===== src/rtl/cnn_maxp_pkg.sv =====
// Shared definitions for the streaming max-pooling block: compare modes,
// the float ordering key and the pipeline latency.
package cnn_maxp_pkg;

    localparam int MODE_INT  = 0;
    localparam int MODE_FP32 = 1;

    // Maps an IEEE-754 word onto an unsigned key with total order -NaN < -inf < ... < -0 < +0 < ... < +NaN.
    function automatic logic [31:0] fp32_key(input logic [31:0] x);
        logic [31:0] key;
        if (x[31]) begin
            key = ~x;
        end else begin
            key = {1'b1, x[30:0]};
        end
        return key;
    endfunction

    function automatic int maxp_lat(input int k);
        return 1 + $clog2(k * k);
    endfunction

endpackage


===== src/rtl/cnn_maxp_cmp2.sv =====
// One registered node of the max tree: picks the larger valid input, input a on ties.
module cnn_maxp_cmp2
    import cnn_maxp_pkg::*;
#(
    parameter int DATA_WIDTH = 32,
    parameter int MODE       = MODE_FP32
) (
    input  logic                  clk,
    input  logic                  reset,
    input  logic [DATA_WIDTH-1:0] a,
    input  logic                  a_valid,
    input  logic [DATA_WIDTH-1:0] b,
    input  logic                  b_valid,
    output logic [DATA_WIDTH-1:0] y,
    output logic                  y_valid
);

    logic b_greater_s;
    logic sel_b_s;

    generate
        if (MODE == MODE_FP32) begin : g_fp
            assign b_greater_s = fp32_key(b) > fp32_key(a);
        end else begin : g_int
            assign b_greater_s = $signed(b) > $signed(a);
        end
    endgenerate

    // Input selection: a masked-out operand never wins.
    always_comb begin
        sel_b_s = 1'b0;
        if (a_valid && b_valid) begin
            sel_b_s = b_greater_s;
        end else if (b_valid) begin
            sel_b_s = 1'b1;
        end else begin
            sel_b_s = 1'b0;
        end
    end

    // Node register.
    always_ff @(posedge clk) begin
        if (reset) begin
            y       <= '0;
            y_valid <= 1'b0;
        end else begin
            y       <= sel_b_s ? b : a;
            y_valid <= a_valid | b_valid;
        end
    end

endmodule


===== src/rtl/cnn_maxp_multi_channel.sv =====
// Streaming K x K / stride S max pooling over channel-sequential raster input,
// with a line buffer shared by all channels and a registered binary compare tree.
module cnn_maxp_multi_channel
    import cnn_maxp_pkg::*;
#(
    parameter int DATA_WIDTH     = 32,
    parameter int IMAGE_WIDTH    = 16,
    parameter int IMAGE_HEIGHT   = 16,
    parameter int CHANNEL_NUM_IN = 4,
    parameter int KERNEL         = 3,
    parameter int STRIDE         = 2,
    parameter int MODE           = 1
) (
    input  logic                  clk,
    input  logic                  reset,
    input  logic                  valid_in,
    input  logic [DATA_WIDTH-1:0] pxl_in,
    output logic [DATA_WIDTH-1:0] pxl_out,
    output logic                  valid_out,
    output logic                  last_out
);

    localparam int TAPS  = KERNEL * KERNEL;
    localparam int DEPTH = maxp_lat(KERNEL) - 1;
    localparam int NL    = 1 << DEPTH;
    localparam int COL_W = (IMAGE_WIDTH > 1) ? $clog2(IMAGE_WIDTH) : 1;
    localparam int ROW_W = (IMAGE_HEIGHT > 1) ? $clog2(IMAGE_HEIGHT) : 1;
    localparam int CH_W  = (CHANNEL_NUM_IN > 1) ? $clog2(CHANNEL_NUM_IN) : 1;

    logic [COL_W-1:0]      col_r;
    logic [ROW_W-1:0]      row_r;
    logic [CH_W-1:0]       ch_r;
    logic                  col_last_s, row_last_s, ch_last_s;
    logic                  emit_s;
    logic [DATA_WIDTH-1:0] lb_r   [0:KERNEL-2][0:IMAGE_WIDTH-1];
    logic [DATA_WIDTH-1:0] colv_s [0:KERNEL-1];
    logic [KERNEL-1:0]     colm_s;
    logic [DATA_WIDTH-1:0] win_d_r [0:TAPS-1];
    logic [TAPS-1:0]       win_v_r;
    logic [DEPTH:0]        tag_v_r, tag_l_r;
    logic [DATA_WIDTH-1:0] node_d_s [1:2*NL-1];
    logic                  node_v_s [1:2*NL-1];

    assign col_last_s = (col_r == COL_W'(IMAGE_WIDTH - 1));
    assign row_last_s = (row_r == ROW_W'(IMAGE_HEIGHT - 1));
    assign ch_last_s  = (ch_r == CH_W'(CHANNEL_NUM_IN - 1));
    assign emit_s     = valid_in && ((int'(row_r) % STRIDE) == STRIDE - 1)
                                 && ((int'(col_r) % STRIDE) == STRIDE - 1);

    // Position counters, advanced by accepted pixels only.
    always_ff @(posedge clk) begin
        if (reset) begin
            col_r <= '0;
            row_r <= '0;
            ch_r  <= '0;
        end else if (valid_in) begin
            if (col_last_s) begin
                col_r <= '0;
                if (row_last_s) begin
                    row_r <= '0;
                    ch_r  <= ch_last_s ? CH_W'(0) : ch_r + CH_W'(1);
                end else begin
                    row_r <= row_r + ROW_W'(1);
                end
            end else begin
                col_r <= col_r + COL_W'(1);
            end
        end
    end

    // Line buffer: slot j of a column holds the pixel j+1 rows above the current one.
    always_ff @(posedge clk) begin
        if (valid_in) begin
            lb_r[0][col_r] <= pxl_in;
            for (int j = 1; j < KERNEL - 1; j++) begin
                lb_r[j][col_r] <= lb_r[j-1][col_r];
            end
        end
    end

    // Incoming window column, top row first; rows above the channel's row 0 are padding.
    always_comb begin
        colm_s = '0;
        for (int i = 0; i < KERNEL - 1; i++) begin
            colv_s[i] = lb_r[KERNEL-2-i][col_r];
            colm_s[i] = (int'(row_r) >= KERNEL - 1 - i);
        end
        colv_s[KERNEL-1] = pxl_in;
        colm_s[KERNEL-1] = 1'b1;
    end

    // Window register, raster tap order; at column 0 the older columns belong to the previous row.
    always_ff @(posedge clk) begin
        if (reset) begin
            win_v_r <= '0;
        end else if (valid_in) begin
            for (int i = 0; i < KERNEL; i++) begin
                for (int j = 0; j < KERNEL - 1; j++) begin
                    win_d_r[i*KERNEL+j] <= win_d_r[i*KERNEL+j+1];
                    win_v_r[i*KERNEL+j] <= (col_r == COL_W'(0)) ? 1'b0 : win_v_r[i*KERNEL+j+1];
                end
                win_d_r[i*KERNEL+KERNEL-1] <= colv_s[i];
                win_v_r[i*KERNEL+KERNEL-1] <= colm_s[i];
            end
        end
    end

    // Window valid / last tags travel alongside the tree, independent of valid_in.
    always_ff @(posedge clk) begin
        if (reset) begin
            tag_v_r <= '0;
            tag_l_r <= '0;
        end else begin
            tag_v_r <= {tag_v_r[DEPTH-1:0], emit_s};
            tag_l_r <= {tag_l_r[DEPTH-1:0], emit_s && ch_last_s && row_last_s && col_last_s};
        end
    end

    genvar g;
    generate
        for (g = 0; g < NL; g++) begin : g_leaf
            if (g < TAPS) begin : g_tap
                assign node_d_s[NL+g] = win_d_r[g];
                assign node_v_s[NL+g] = win_v_r[g];
            end else begin : g_pad
                assign node_d_s[NL+g] = '0;
                assign node_v_s[NL+g] = 1'b0;
            end
        end
        // Heap-ordered tree: the left child always covers earlier taps, so ties keep raster order.
        for (g = 1; g < NL; g++) begin : g_node
            cnn_maxp_cmp2 #(
                .DATA_WIDTH(DATA_WIDTH),
                .MODE      (MODE)
            ) u_cmp (
                .clk    (clk),
                .reset  (reset),
                .a      (node_d_s[2*g]),
                .a_valid(node_v_s[2*g]),
                .b      (node_d_s[2*g+1]),
                .b_valid(node_v_s[2*g+1]),
                .y      (node_d_s[g]),
                .y_valid(node_v_s[g])
            );
        end
    endgenerate

    // Output register.
    always_ff @(posedge clk) begin
        if (reset) begin
            pxl_out   <= '0;
            valid_out <= 1'b0;
            last_out  <= 1'b0;
        end else begin
            valid_out <= tag_v_r[DEPTH] & node_v_s[1];
            last_out  <= tag_l_r[DEPTH];
            if (tag_v_r[DEPTH]) begin
                pxl_out <= node_d_s[1];
            end
        end
    end

endmodule


===== config.mk =====
export PLATFORM = sky130hd
export DESIGN_NAME = cnn_maxp_multi_channel
export DESIGN_NICKNAME = d
export VERILOG_FILES = /design/src/rtl/cnn_maxp_pkg.sv /design/src/rtl/cnn_maxp_cmp2.sv /design/src/rtl/cnn_maxp_multi_channel.sv
export SDC_FILE = /design/constraint.sdc
export NUM_CORES = 2
export LEC_CHECK = 0
export ABC_AREA = 1
export CAP_MARGIN = 20
export CORE_ASPECT_RATIO = 1.75
export CORE_MARGIN = 2
export CORE_UTILIZATION = 25
export DETAILED_ROUTE_END_ITERATION = 10
export MAX_ROUTING_LAYER = met4
export PLACE_DENSITY = 0.51
export SYNTH_ARGS = -nofsm -noshare
export SYNTH_HDL_FRONTEND = slang
export SYNTH_SLANG_ARGS = --single-unit

===== constraint.sdc =====
create_clock -name clk -period 14.1 [get_ports clk]
set_clock_uncertainty 0.2 [all_clocks]
set_input_delay 1.41 -clock clk [delete_from_list [all_inputs] [get_ports clk]]
set_output_delay 1.41 -clock clk [all_outputs]
set_load 0.01 [all_outputs]

==> flow_metrics.env <==
export IMPL_holdBufCountCts=0
export IMPL_detailedRoute_firstIterationViolations=3134
export IMPL_asyncSetResetFlopFracSynth_pct=0
export IMPL_yosysWarningCount=0
export IMPL_synth_simple_gate_area_share_pct=12.3
export IMPL_crit_cells=5
export IMPL_report_power_total_mw=11.4
export IMPL_initial_utilization_pct=25.0
export IMPL_place_gp_congestion=0.852
export IMPL_intPower_mw=8.53
export IMPL_maximum_fanout_encountered_on_the_critical_timing_path=64
export IMPL_synth_cells=6874
export IMPL_period_minus_slack_ns=4.76
export IMPL_cp_cell_sequence="clkdlybuf4s50_1, inv_1, nor2_4, buf_4, buf_4"
export IMPL_reg2reg_setup_slack_ns=9.61
export IMPL_synth_compound_area_share_pct=8.73
export IMPL_syn_area_mm2=0.0749
export IMPL_synth_edf_count=1312
export IMPL_proportion_of_synthesized_chip_area_in_sequential_cells_pct=63.9
export IMPL_maxSlewHeadroom_pct=13.1
export IMPL_total_leakage_power_nw=31.6
export IMPL_cp_buffers_inverters=4
export IMPL_die_x_um=418
export IMPL_post_route_cells_drive_above_1_share_pct=5.23
export IMPL_detailedRoute_firstPassIterationCount=7
export IMPL_clock_tree_root_cell="sky130_fd_sc_hd__clkbuf_16"
export IMPL_cell_repeated_most_along_the_worst_path="sky130_fd_sc_hd__buf_4"
export IMPL_finalMaxSlewViolations=0
export IMPL_setup_worst_path_end_class="register"
export IMPL_placement_rows=266
export IMPL_fp_dieH_um=728
export IMPL_min_period_over_period_pct=33.8
export IMPL_timing_critical_path_max_delay_family="buffers and inverters"
export IMPL_synth_xor_xnor_area_share_pct=5.81
export IMPL_routed_via_count=48589
export IMPL_synth_top_family_by_area="simple AND/OR/NAND/NOR gates"
export IMPL_grt_start_max_net_pins=180
export IMPL_rr_worst_depth=7
export IMPL_post_synthesis_adder_cell_area_fraction_pct=4.42
export IMPL_worstSetupPathType="input port to register"
export IMPL_synth_cell_types=32
export IMPL_pwr_share_seq_pct=51.6
export IMPL_postSynth_topFlopCell="sky130_fd_sc_hd__edfxtp_1"
export IMPL_detailedPlacementHpwl_um=139000
export IMPL_area_delta_synth_final_pct=13.2
export IMPL_grt_total_usage_pct=13.9
export IMPL_setup_viol_count_final=0
export IMPL_cts_inserted_buffers=160
export IMPL_finalWirelength_um=212000
export IMPL_number_of_nets_produced_by_synthesis=7174
export IMPL_place_port_buffers=68
export IMPL_fmax_ghz=0.210
export IMPL_cts_htree_levels=4
export IMPL_cts_sink_count=1738
export IMPL_switching_share_pct=25.5
export IMPL_grt_remaining_overflow=0
export IMPL_cpMaxStageDelayCell="sky130_fd_sc_hd__clkdlybuf4s50_1"
export IMPL_share_clk_of_total_power_pct=37.3
export IMPL_total_die_area_mm2=0.304
export IMPL_multiplexer_fraction_of_the_synthesized_cell_area_pct=0
export IMPL_route_detailed_wl_per_inst_um=19.6
export IMPL_worstPathRequired_ns=14.30
export IMPL_fillerInstances=30570
export IMPL_timing_hold_worst_class="register to register"
export IMPL_detail_route_vias_per_cell=4.51
export IMPL_antenna_violating_nets_post_route=0
export IMPL_worstMarginPinSlew_ns=1.30
export IMPL_max_cap_violations=0
export IMPL_synth_seq_cells=1738
export IMPL_worst_endpoint_arrival_ns=4.96
export IMPL_hold_violations=0
export IMPL_power_net_switching_mw=2.91
export IMPL_setup_repair_after_global_routing_missed_its_margin="false"
export IMPL_clock_insertion_delay_worst_skew_ns=0.83
export IMPL_grt_antenna_before_repair=9
export IMPL_cts_resized=0
export IMPL_powerDensity_mw_per_mm2=135
export IMPL_core_region_area_mm2=0.299
export IMPL_outcome="completed"
export IMPL_worst_hold_path_num_cells=2
export IMPL_nNetsFinal=7081
export IMPL_io_pins=69
export IMPL_cts_post_setup_buffers_inserted=0
export IMPL_power_frac_comb_pct=11.1
export IMPL_grt_first_pass_wirelength_um=311000
export IMPL_worst_path_largest_cell_delay_ns=1.09
export IMPL_worstSetupStartpointType="input port"
export IMPL_synth_area_per_cell_um2=10.9
export IMPL_path_clk_slew_ns=0.07
export IMPL_setup_tns_final_ns=0
export IMPL_route_detailed_drc=0
export IMPL_first_global_vias=48568
export IMPL_cts_tree="yes"
export IMPL_clock_tree_buffer_depth=4
export IMPL_ir_drop_uv=76.4
[per-stage QoR]
step	hold WS, ns	cell area, µm²	std cells	worst slack, ns	util (%)
after CTS	0.181	84700	10779	9.38	28.3
after global routing	0.208	84800	10785	9.10	28.4
after detailed placement	0.195	79800	10500	8.52	26.7
after floorplan	0.188	74900	6874	3.94	-
after global placement	0.193	79500	10490	8.66	26.6
final	0.183	84800	10785	9.34	28.4
[cells by family after synthesis]
group / count (synthesis)
buffers and inverters: 879
AOI/OAI and AO/OA: 1228
adders and majority gates: 265
and+or+nand+nor: 2267
DFF: 1738
xor gates and xnor gates: 497
[placed cells by master, fill, tap and decap left out, types with 9 or more instances in the layout]
master / count
sky130_fd_sc_hd__nand2_1: 805
sky130_fd_sc_hd__dfxtp_1: 417
sky130_fd_sc_hd__clkbuf_16: 167
sky130_fd_sc_hd__a21oi_1: 368
sky130_fd_sc_hd__nor2_4: 20
sky130_fd_sc_hd__nand4_1: 83
sky130_fd_sc_hd__clkdlybuf4s50_1: 67
sky130_fd_sc_hd__xnor2_1: 248
sky130_fd_sc_hd__inv_1: 463
sky130_fd_sc_hd__xor2_1: 249
sky130_fd_sc_hd__buf_12: 9
sky130_fd_sc_hd__buf_4: 70
sky130_fd_sc_hd__clkinv_2: 21
sky130_fd_sc_hd__clkinv_1: 30
sky130_fd_sc_hd__o21a_1: 14
sky130_fd_sc_hd__o21ai_0: 572
sky130_fd_sc_hd__o22ai_1: 256
sky130_fd_sc_hd__clkbuf_1: 32
sky130_fd_sc_hd__nor3_1: 10
sky130_fd_sc_hd__nand3_1: 287
sky130_fd_sc_hd__nor2_1: 1034
sky130_fd_sc_hd__edfxtp_1: 1312
sky130_fd_sc_hd__ha_1: 265
[cell type report]
cell class                      count  area (µm²)  share of cell area (%)
Multi-Input combinational cell   4257       23600                    27.9
Inverter                          467        1770                    2.09
Timing Repair Buffer              157        1640                    1.94
Clock inverter                     72         571                   0.673
Antenna cell                        1        2.50                 0.00295
Tap cell                         3886        4860                    5.73
Clock buffer                      207        4410                    5.20
Sequential cell                  1738       47900                    56.5
[synth_stat cells, types with 2 or more instances]
cell type	number	area, µm²
sky130_fd_sc_hd__edfxtp_1	1312	39400
sky130_fd_sc_hd__nor2_1	1054	3960
sky130_fd_sc_hd__nand2_1	813	3050
sky130_fd_sc_hd__o21ai_0	572	2860
sky130_fd_sc_hd__inv_1	465	1750
sky130_fd_sc_hd__dfxtp_1	426	8530
sky130_fd_sc_hd__a21oi_1	368	1840
sky130_fd_sc_hd__clkbuf_1	297	1110
sky130_fd_sc_hd__nand3_1	287	1440
sky130_fd_sc_hd__ha_1	265	3320
sky130_fd_sc_hd__o22ai_1	256	1600
sky130_fd_sc_hd__xor2_1	249	2180
sky130_fd_sc_hd__xnor2_1	248	2170
sky130_fd_sc_hd__nand4_1	83	519
sky130_fd_sc_hd__buf_2	63	315
sky130_fd_sc_hd__buf_1	22	82.6
sky130_fd_sc_hd__buf_6	18	203
sky130_fd_sc_hd__o21a_1	14	105
sky130_fd_sc_hd__buf_4	12	90.1
sky130_fd_sc_hd__nor3_1	10	50.1
sky130_fd_sc_hd__a21o_1	8	60.1
sky130_fd_sc_hd__a211oi_1	6	45.0
sky130_fd_sc_hd__nand3_4	5	87.6
sky130_fd_sc_hd__nand3b_1	5	37.5
sky130_fd_sc_hd__nor3b_2	5	62.6
sky130_fd_sc_hd__nand3_2	3	30.0
sky130_fd_sc_hd__a31oi_1	2	12.5
sky130_fd_sc_hd__inv_2	2	7.51
[routing by layer]
layer  routed length [µm]  vias up  share of wire [%]  GRT usage, %
met4                17400        0                8.2          9.96
met2               112000     1040                 53          25.5
met5                    0        -                  0             -
li1                     -    23322                  -             -
met3                 6670      468                3.2          1.23
met1                75900    23759                 36          13.8
[power groups by stage]
stage | Combinational (mW) | Clock (mW) | Sequential [mW]
finish | 1.27 | 4.27 | 5.90
global route | 1.44 | 4.54 | 5.91
CTS | 1.29 | 4.39 | 5.90
detailed placement | 1.28 | 0 | 6.02
global placement | 1.24 | 0 | 6.01
floorplan | 0.885 | 0 | 5.91
[sequential cells by signal (all words and copies together) (netlist names), 4 cells and up]
register	count
row_r	4
win_d_r	288
tag_l_r	5
g_node.u_cmp.y_valid	11
lb_r	1024
tag_v_r	5
col_r	4
pxl_out	32
g_node.u_cmp.y	352
win_v_r	9
[final timing paths]
kind / startpoint / to
min reg2reg: g_node[6].u_cmp.y[10]$_SDFF_PP0_ / g_node[3].u_cmp.y[10]$_SDFF_PP0_
max: valid_in / win_d_r[0][0]$_DFFE_PP_
max reg2reg: col_r[0]$_SDFFE_PP0P_ / lb_r[0][801]$_DFFE_PP_
min: g_node[6].u_cmp.y[10]$_SDFF_PP0_ / g_node[3].u_cmp.y[10]$_SDFF_PP0_
[worst register-to-register path, delay by kind of cell, from the launching register on]
| family | cells | cell delay, ns |
|---|---|---|
| buf+inv | 3 | 1.95 |
| flops | 1 | 0.59 |
| compound gates | 2 | 0.69 |
| simple gates | 2 | 0.72 |
(Power assumes the default switching activity.)
